`src/rtl/adsr_if.sv`:
```
// Key-event, envelope-parameter and envelope-output bundle between the keyboard FSM / switch
// registers and the ADSR envelope generator.
interface adsr_if;
  logic        start;
  logic        gate_off;
  logic [31:0] atk_step;
  logic [31:0] dcy_step;
  logic [31:0] sus_level;
  logic [31:0] sus_time;
  logic [31:0] rel_step;
  logic [15:0] env;
  logic        adsr_idle;

  modport master (
    output start, gate_off, atk_step, dcy_step, sus_level, sus_time, rel_step,
    input  env, adsr_idle
  );

  modport slave (
    input  start, gate_off, atk_step, dcy_step, sus_level, sus_time, rel_step,
    output env, adsr_idle
  );
endinterface

```
`src/rtl/adsr_envelope.sv`:
```
// ADSR amplitude envelope for the DDFS stage: one envelope step per clock, Q2.14 output
// (16'h4000 = unity), with a bypass code that pins the output at full scale.
module adsr_envelope #(
  parameter logic [31:0] MAX_LEVEL   = 32'h8000_0000,
  parameter logic [31:0] BYPASS_CODE = 32'hFFFF_FFFF
) (
  input  logic   CLK100MHZ,
  input  logic   reset,
  adsr_if.slave  bus
);

  typedef enum logic [2:0] {
    IDLE    = 3'd0,
    ATTACK  = 3'd1,
    DECAY   = 3'd2,
    SUSTAIN = 3'd3,
    RELEASE = 3'd4,
    BYPASS  = 3'd5
  } state_t;

  state_t      state_q, state_d;
  logic [31:0] acc_q, acc_d;
  logic [31:0] sus_cnt_q, sus_cnt_d;
  logic [31:0] atk_s, dcy_s, sus_s, sus_time_s, rel_s;
  logic [31:0] sus_clamped_c;

  assign sus_clamped_c = (bus.sus_level > MAX_LEVEL) ? MAX_LEVEL : bus.sus_level;

  // State, accumulator, note-parameter shadows and registered outputs
  always_ff @(posedge CLK100MHZ) begin
    if (reset) begin
      state_q       <= IDLE;
      acc_q         <= '0;
      sus_cnt_q     <= '0;
      atk_s         <= '0;
      dcy_s         <= '0;
      sus_s         <= '0;
      sus_time_s    <= '0;
      rel_s         <= '0;
      bus.env       <= '0;
      bus.adsr_idle <= 1'b1;
    end else begin
      state_q   <= state_d;
      acc_q     <= acc_d;
      sus_cnt_q <= sus_cnt_d;
      if (bus.start) begin
        atk_s      <= bus.atk_step;
        dcy_s      <= bus.dcy_step;
        sus_s      <= sus_clamped_c;
        sus_time_s <= bus.sus_time;
        rel_s      <= bus.rel_step;
      end
      bus.env       <= {1'b0, acc_q[31:17]};
      bus.adsr_idle <= (state_q == IDLE);
    end
  end

  // Next state / accumulator; all limits compared as remaining headroom so nothing wraps
  always_comb begin
    state_d   = state_q;
    acc_d     = acc_q;
    sus_cnt_d = sus_cnt_q;

    if (bus.start) begin
      // Retrigger keeps the current level so the restart is click-free
      state_d   = (bus.atk_step == BYPASS_CODE) ? BYPASS : ATTACK;
      sus_cnt_d = '0;
    end else begin
      unique case (state_q)
        IDLE: begin
        end
        ATTACK: begin
          if (bus.gate_off) begin
            state_d = RELEASE;
          end else if (atk_s >= MAX_LEVEL - acc_q) begin
            acc_d   = MAX_LEVEL;
            state_d = DECAY;
          end else begin
            acc_d = acc_q + atk_s;
          end
        end
        DECAY: begin
          if (bus.gate_off) begin
            state_d = RELEASE;
          end else if ((acc_q <= sus_s) || ((acc_q - sus_s) <= dcy_s)) begin
            acc_d   = sus_s;
            state_d = SUSTAIN;
          end else begin
            acc_d = acc_q - dcy_s;
          end
        end
        SUSTAIN: begin
          if (bus.gate_off || (sus_cnt_q >= sus_time_s)) begin
            state_d = RELEASE;
          end else begin
            sus_cnt_d = sus_cnt_q + 32'd1;
          end
        end
        RELEASE: begin
          if (acc_q <= rel_s) begin
            acc_d   = '0;
            state_d = IDLE;
          end else begin
            acc_d = acc_q - rel_s;
          end
        end
        BYPASS: begin
          if (bus.gate_off) begin
            acc_d   = '0;
            state_d = IDLE;
          end else begin
            acc_d = MAX_LEVEL;
          end
        end
        default: begin
          acc_d   = '0;
          state_d = IDLE;
        end
      endcase
    end
  end

endmodule
```
`src/flat_wrapper.sv`:
```
// flat-port wrapper written by rule: the top's interface ports become plain ports
module adsr_envelope_flat 
#(
  parameter logic [31:0] MAX_LEVEL   = 32'h8000_0000,
  parameter logic [31:0] BYPASS_CODE = 32'hFFFF_FFFF
)
  (CLK100MHZ, reset, bus_start, bus_gate_off, bus_atk_step, bus_dcy_step, bus_sus_level, bus_sus_time, bus_rel_step, bus_env, bus_adsr_idle);
  adsr_if bus_i ();
  input  logic CLK100MHZ;
  input  logic reset;
  input wire logic [$bits(bus_i.start)-1:0] bus_start;
  input wire logic [$bits(bus_i.gate_off)-1:0] bus_gate_off;
  input wire logic [$bits(bus_i.atk_step)-1:0] bus_atk_step;
  input wire logic [$bits(bus_i.dcy_step)-1:0] bus_dcy_step;
  input wire logic [$bits(bus_i.sus_level)-1:0] bus_sus_level;
  input wire logic [$bits(bus_i.sus_time)-1:0] bus_sus_time;
  input wire logic [$bits(bus_i.rel_step)-1:0] bus_rel_step;
  output wire logic [$bits(bus_i.env)-1:0] bus_env;
  output wire logic [$bits(bus_i.adsr_idle)-1:0] bus_adsr_idle;
  assign bus_i.start = bus_start;
  assign bus_i.gate_off = bus_gate_off;
  assign bus_i.atk_step = bus_atk_step;
  assign bus_i.dcy_step = bus_dcy_step;
  assign bus_i.sus_level = bus_sus_level;
  assign bus_i.sus_time = bus_sus_time;
  assign bus_i.rel_step = bus_rel_step;
  assign bus_env = bus_i.env;
  assign bus_adsr_idle = bus_i.adsr_idle;
  adsr_envelope #(.MAX_LEVEL(MAX_LEVEL), .BYPASS_CODE(BYPASS_CODE)) u_core (.CLK100MHZ(CLK100MHZ), .reset(reset), .bus(bus_i));
endmodule
```
`config.mk`:
```
export PLATFORM = sky130hd
export DESIGN_NAME = adsr_envelope_flat
export DESIGN_NICKNAME = d
export VERILOG_FILES = /design/src/rtl/adsr_if.sv /design/src/rtl/adsr_envelope.sv /design/src/flat_wrapper.sv
export SDC_FILE = /design/constraint.sdc
export NUM_CORES = 1
export LEC_CHECK = 0
export CAP_MARGIN = 30
export CORE_UTILIZATION = 55
export CTS_CLUSTER_DIAMETER = 200
export DETAILED_ROUTE_END_ITERATION = 10
export GPL_TIMING_DRIVEN = 0
export PLACE_DENSITY_LB_ADDON = 0.05
export SLEW_MARGIN = 15
export SYNTH_ARGS = -nofsm -noshare
export SYNTH_HDL_FRONTEND = slang
export SYNTH_SLANG_ARGS = --single-unit
```
`constraint.sdc`:
```
create_clock -name CLK100MHZ -period 5.8 [get_ports CLK100MHZ]
set_input_delay 1.74 -clock CLK100MHZ [delete_from_list [all_inputs] [get_ports CLK100MHZ]]
set_output_delay 1.74 -clock CLK100MHZ [all_outputs]
set_load 0.03 [all_outputs]
```
==> results by group <==
Status
  – Status: finished clean

Clock network
  – Clock Sinks: 243
  – Clk slew on worst S/H paths: 0.06 ns
  – Hold Buf Count CTS: 0
  – Num CTS Buffers: 28
  – Clk Tree Root Cell: clkbuf_16
  – CTS tree: done
  – H-tree Lvls: 1
  – Worst skew pair latency: 0.57 ns
  – Max clock buf depth: 3

STA
  – Highest clock rate: 180.1 MHz
  – Fin crit share: 0.9576
  – PnR worst setup slack: 0.2462 ns
  – Final setup vio count: 0
  – Worst-Margin Slew: 0.9514 ns
  – Final Hold Vio Count: 0
  – Final Slew Violations: 0
  – Slew headroom: 0.3658
  – Unrepaired setup endpoints after global routing: no
  – Worst Skew: 0.01037 ns
  – Fin crit period: 5.554 ns
  – Hold WS: 0.4909 ns

Synth
  – Synth Flop Type: dfxtp_1
  – Synth Register Bits: 243
  – Unique masters post-synth: 79
  – Mapped Area: 0.01871 mm^2
  – Synth area leaders: dfxtp_1 (26%), ha_1 (15%), mux2i_1 (7.7%), nor2_1 (5.5%), xnor2_1 (4.1%)
  – Post-synthesis sequential area ratio: 0.2601
  – Syn Nets: 2710
  – Top-count cell post-synth: nor2_1
  – Share of flip-flops with an asynchronous set or reset: 0
  – Mean post-synth cell area: 8.070 um^2
  – Area leader, netlist: dfxtp_1
  – Synth cell count leaders: nor2_1 (272), dfxtp_1 (243), ha_1 (224)
  – Synth warnings: 0
  – Gate count after technology mapping: 2318
  – Top cell type's share of synthesized area: 0.2601
  – Post-synth EDFFs: 0

Global route
  – GRT Resource Usage Total: 0.3218
  – First-pass GRT wire length: 89530 um
  – Largest net degree at the start of global routing: 14
  – Vias in the first global route: 17070
  – Initial antenna violation count: 0
  – Grt total ovfl: 0

Final layout
  – Nets: 2930
  – Fin util: 0.6682
  – Share of layout cells above drive strength 1: 0.04689
  – Multi-input logic area: 0.01302 mm^2
  – Area growth syn-to-layout: 19.79%
  – Filler cell count: 2905
  – Diode count: 0
  – FF/Latch Area: 0.004880 mm^2
  – Fin cells: 3007

Route
  – Post-route ant nets: 0
  – Iter 0 DRT Violations: 1249
  – Met3 WL: 3697 um
  – Met2 wire length: 27300 um
  – Avg WL per Cell: 19.10 um
  – Routed vias: 17750
  – Drt total wl: 57420 um
  – Via density: 5.902
  – # DRC: 0
  – DRT met1 WL: 24710 um
  – Pre-Repair DR Iteration Count: 8
  – Uppermost layer routed: met4

Critical path
  – Slowest cell on the critical path: dfxtp_4
  – Crit. End Element: register
  – CP peak stage delay: 0.41 ns
  – Kind of critical path: register to register
  – Buffer and inverter count on the worst path: 3
  – Startpoint Class: register
  – Crit path DAT: 6.01 ns
  – WP data required: 6.26 ns
  – Crit path max-delay family: compound AO/OA/AOI/OAI gates
  – Crit path top cell by count: a211o_1
  – CP Max Fanout: 8

Power
  – Static Leakage: 10.01 nW
  – Tot Pwr: 5.360 mW
  – Maximum VDD drop: 0.2568 mV
  – PwrDens: 239.2 mW/mm^2

Placed design
  – PortBufs: 177
  – DP Worst Slack: -0.6459 ns
  – GPL Wtd Cong: 0.9850
  – Hpwl dp: 46090 um
  – Placed Cells: 2943

Die
  – Die Ht: 186.4 um
  – # rows: 67
  – Initial Utilization: 0.5578
  – Die W: 186.4 um
  – I/O pins: 181
  – Area of the core: 0.03353 mm^2
  – Die area: 0.03475 mm^2

Worst hold path
  – HP Class: register to register

Flow run
  – Max Cap Viol: 0
## what timing repair did
action / 4_1_cts / 5_1_grt
gates cloned: 0 / 0
setup buffers: 1 / 10
gates resized for setup: 8 / 42
endpoints found under the setup margin: 34 / 35
pin swaps: 2 / 14
## registers in the layout, summed over array words and instances, names as in the netlist
| signal | cells |
|---|---|
| u_core.state_q | 3 |
| u_core.rel_s | 32 |
| u_core.bus.adsr_idle | 1 |
| u_core.sus_time_s | 32 |
| u_core.sus_cnt_q | 32 |
| u_core.atk_s | 32 |
| u_core.sus_s | 32 |
| u_core.bus.env | 15 |
| u_core.acc_q | 32 |
| u_core.dcy_s | 32 |
## per-layer routing
layer  up-vias  global-route usage
li1       8749                   -
met4         0             0.09536
met5         -                   0
met2       567              0.5598
met3        99             0.03555
met1      8332              0.4169
## tightest hold or removal path, delay by kind of cell (launching register included)
kind	cells	cell delay, ns
muxes	1	0.06
and+or+nand+nor	1	0.07
DFF	1	0.32
## per-stage QoR
step	setup TNS (ns)	instance area, um^2
6_report	0	22410
3_5_place_dp	-13.86	21040
3_3_place_gp	-11.10	21040
5_1_grt	0	22410
2_1_floorplan	0	18710
4_1_cts	0	22160
## final cells by class
cell class              count  share of cell area
plain buffers              84             0.01619
clock buffers              36             0.03579
clock inverters            15             0.01251
inverters                 164             0.02764
multi-input cells        1827              0.5811
flip-flops and latches    243              0.2178
well taps                 448             0.02502
repair buffers            190             0.08393
## logic make-up (layout without fill, tap and decap cells)
family	after synthesis	count (layout)	synth area share
other	1	1	0.0002005
multiplexers	146	146	0.07826
AND/OR/NAND/NOR	707	707	0.1751
flip-flops	243	243	0.2601
AO/OA/AOI/OAI	589	589	0.2079
buffers and inverters	248	489	0.05130
adder cells (fa/ha/maj)	228	228	0.1541
XOR/XNOR	156	156	0.07304
## layout by cell type, fill, tap and decap left out, types with 37 or more instances in the layout
cell and count:
xnor2_1 87, a21oi_1 130, o21ai_0 129, ha_1 222
nand3_1 43, nand2_1 165, inv_1 163, dfxtp_1 237
xor2_1 69, a21o_1 85, nand4_1 37, clkbuf_1 65
clkdlybuf4s50_1 177, mux2i_1 144, nor2_1 270
## final timing paths
| path | from | end | slack (ns) | cells after the start |
|---|---|---|---|---|
| setup / recovery | u_core.acc_q[0]$_SDFFE_PP0P_ | u_core.acc_q[31]$_SDFFE_PP0P_ | 0.25 | 25 |
| hold / removal | u_core.sus_time_s[8]$_SDFFE_PP0P_ | u_core.sus_time_s[8]$_SDFFE_PP0P_ | 0.49 | 2 |
| setup reg to reg | u_core.acc_q[0]$_SDFFE_PP0P_ | u_core.acc_q[31]$_SDFFE_PP0P_ | 0.25 | 25 |
| hold reg to reg | u_core.sus_time_s[8]$_SDFFE_PP0P_ | u_core.sus_time_s[8]$_SDFFE_PP0P_ | 0.49 | 2 |
## report_power, final
part / internal (mW) / leakage [nW] / switching (mW)
Clock: 1.32 / 0.529 / 0.743
Sequential: 1.74 / 1.99 / 0.0564
Combinational: 0.670 / 7.49 / 0.830
Total: 3.73 / 10.0 / 1.63
(Power assumes the default switching activity.)
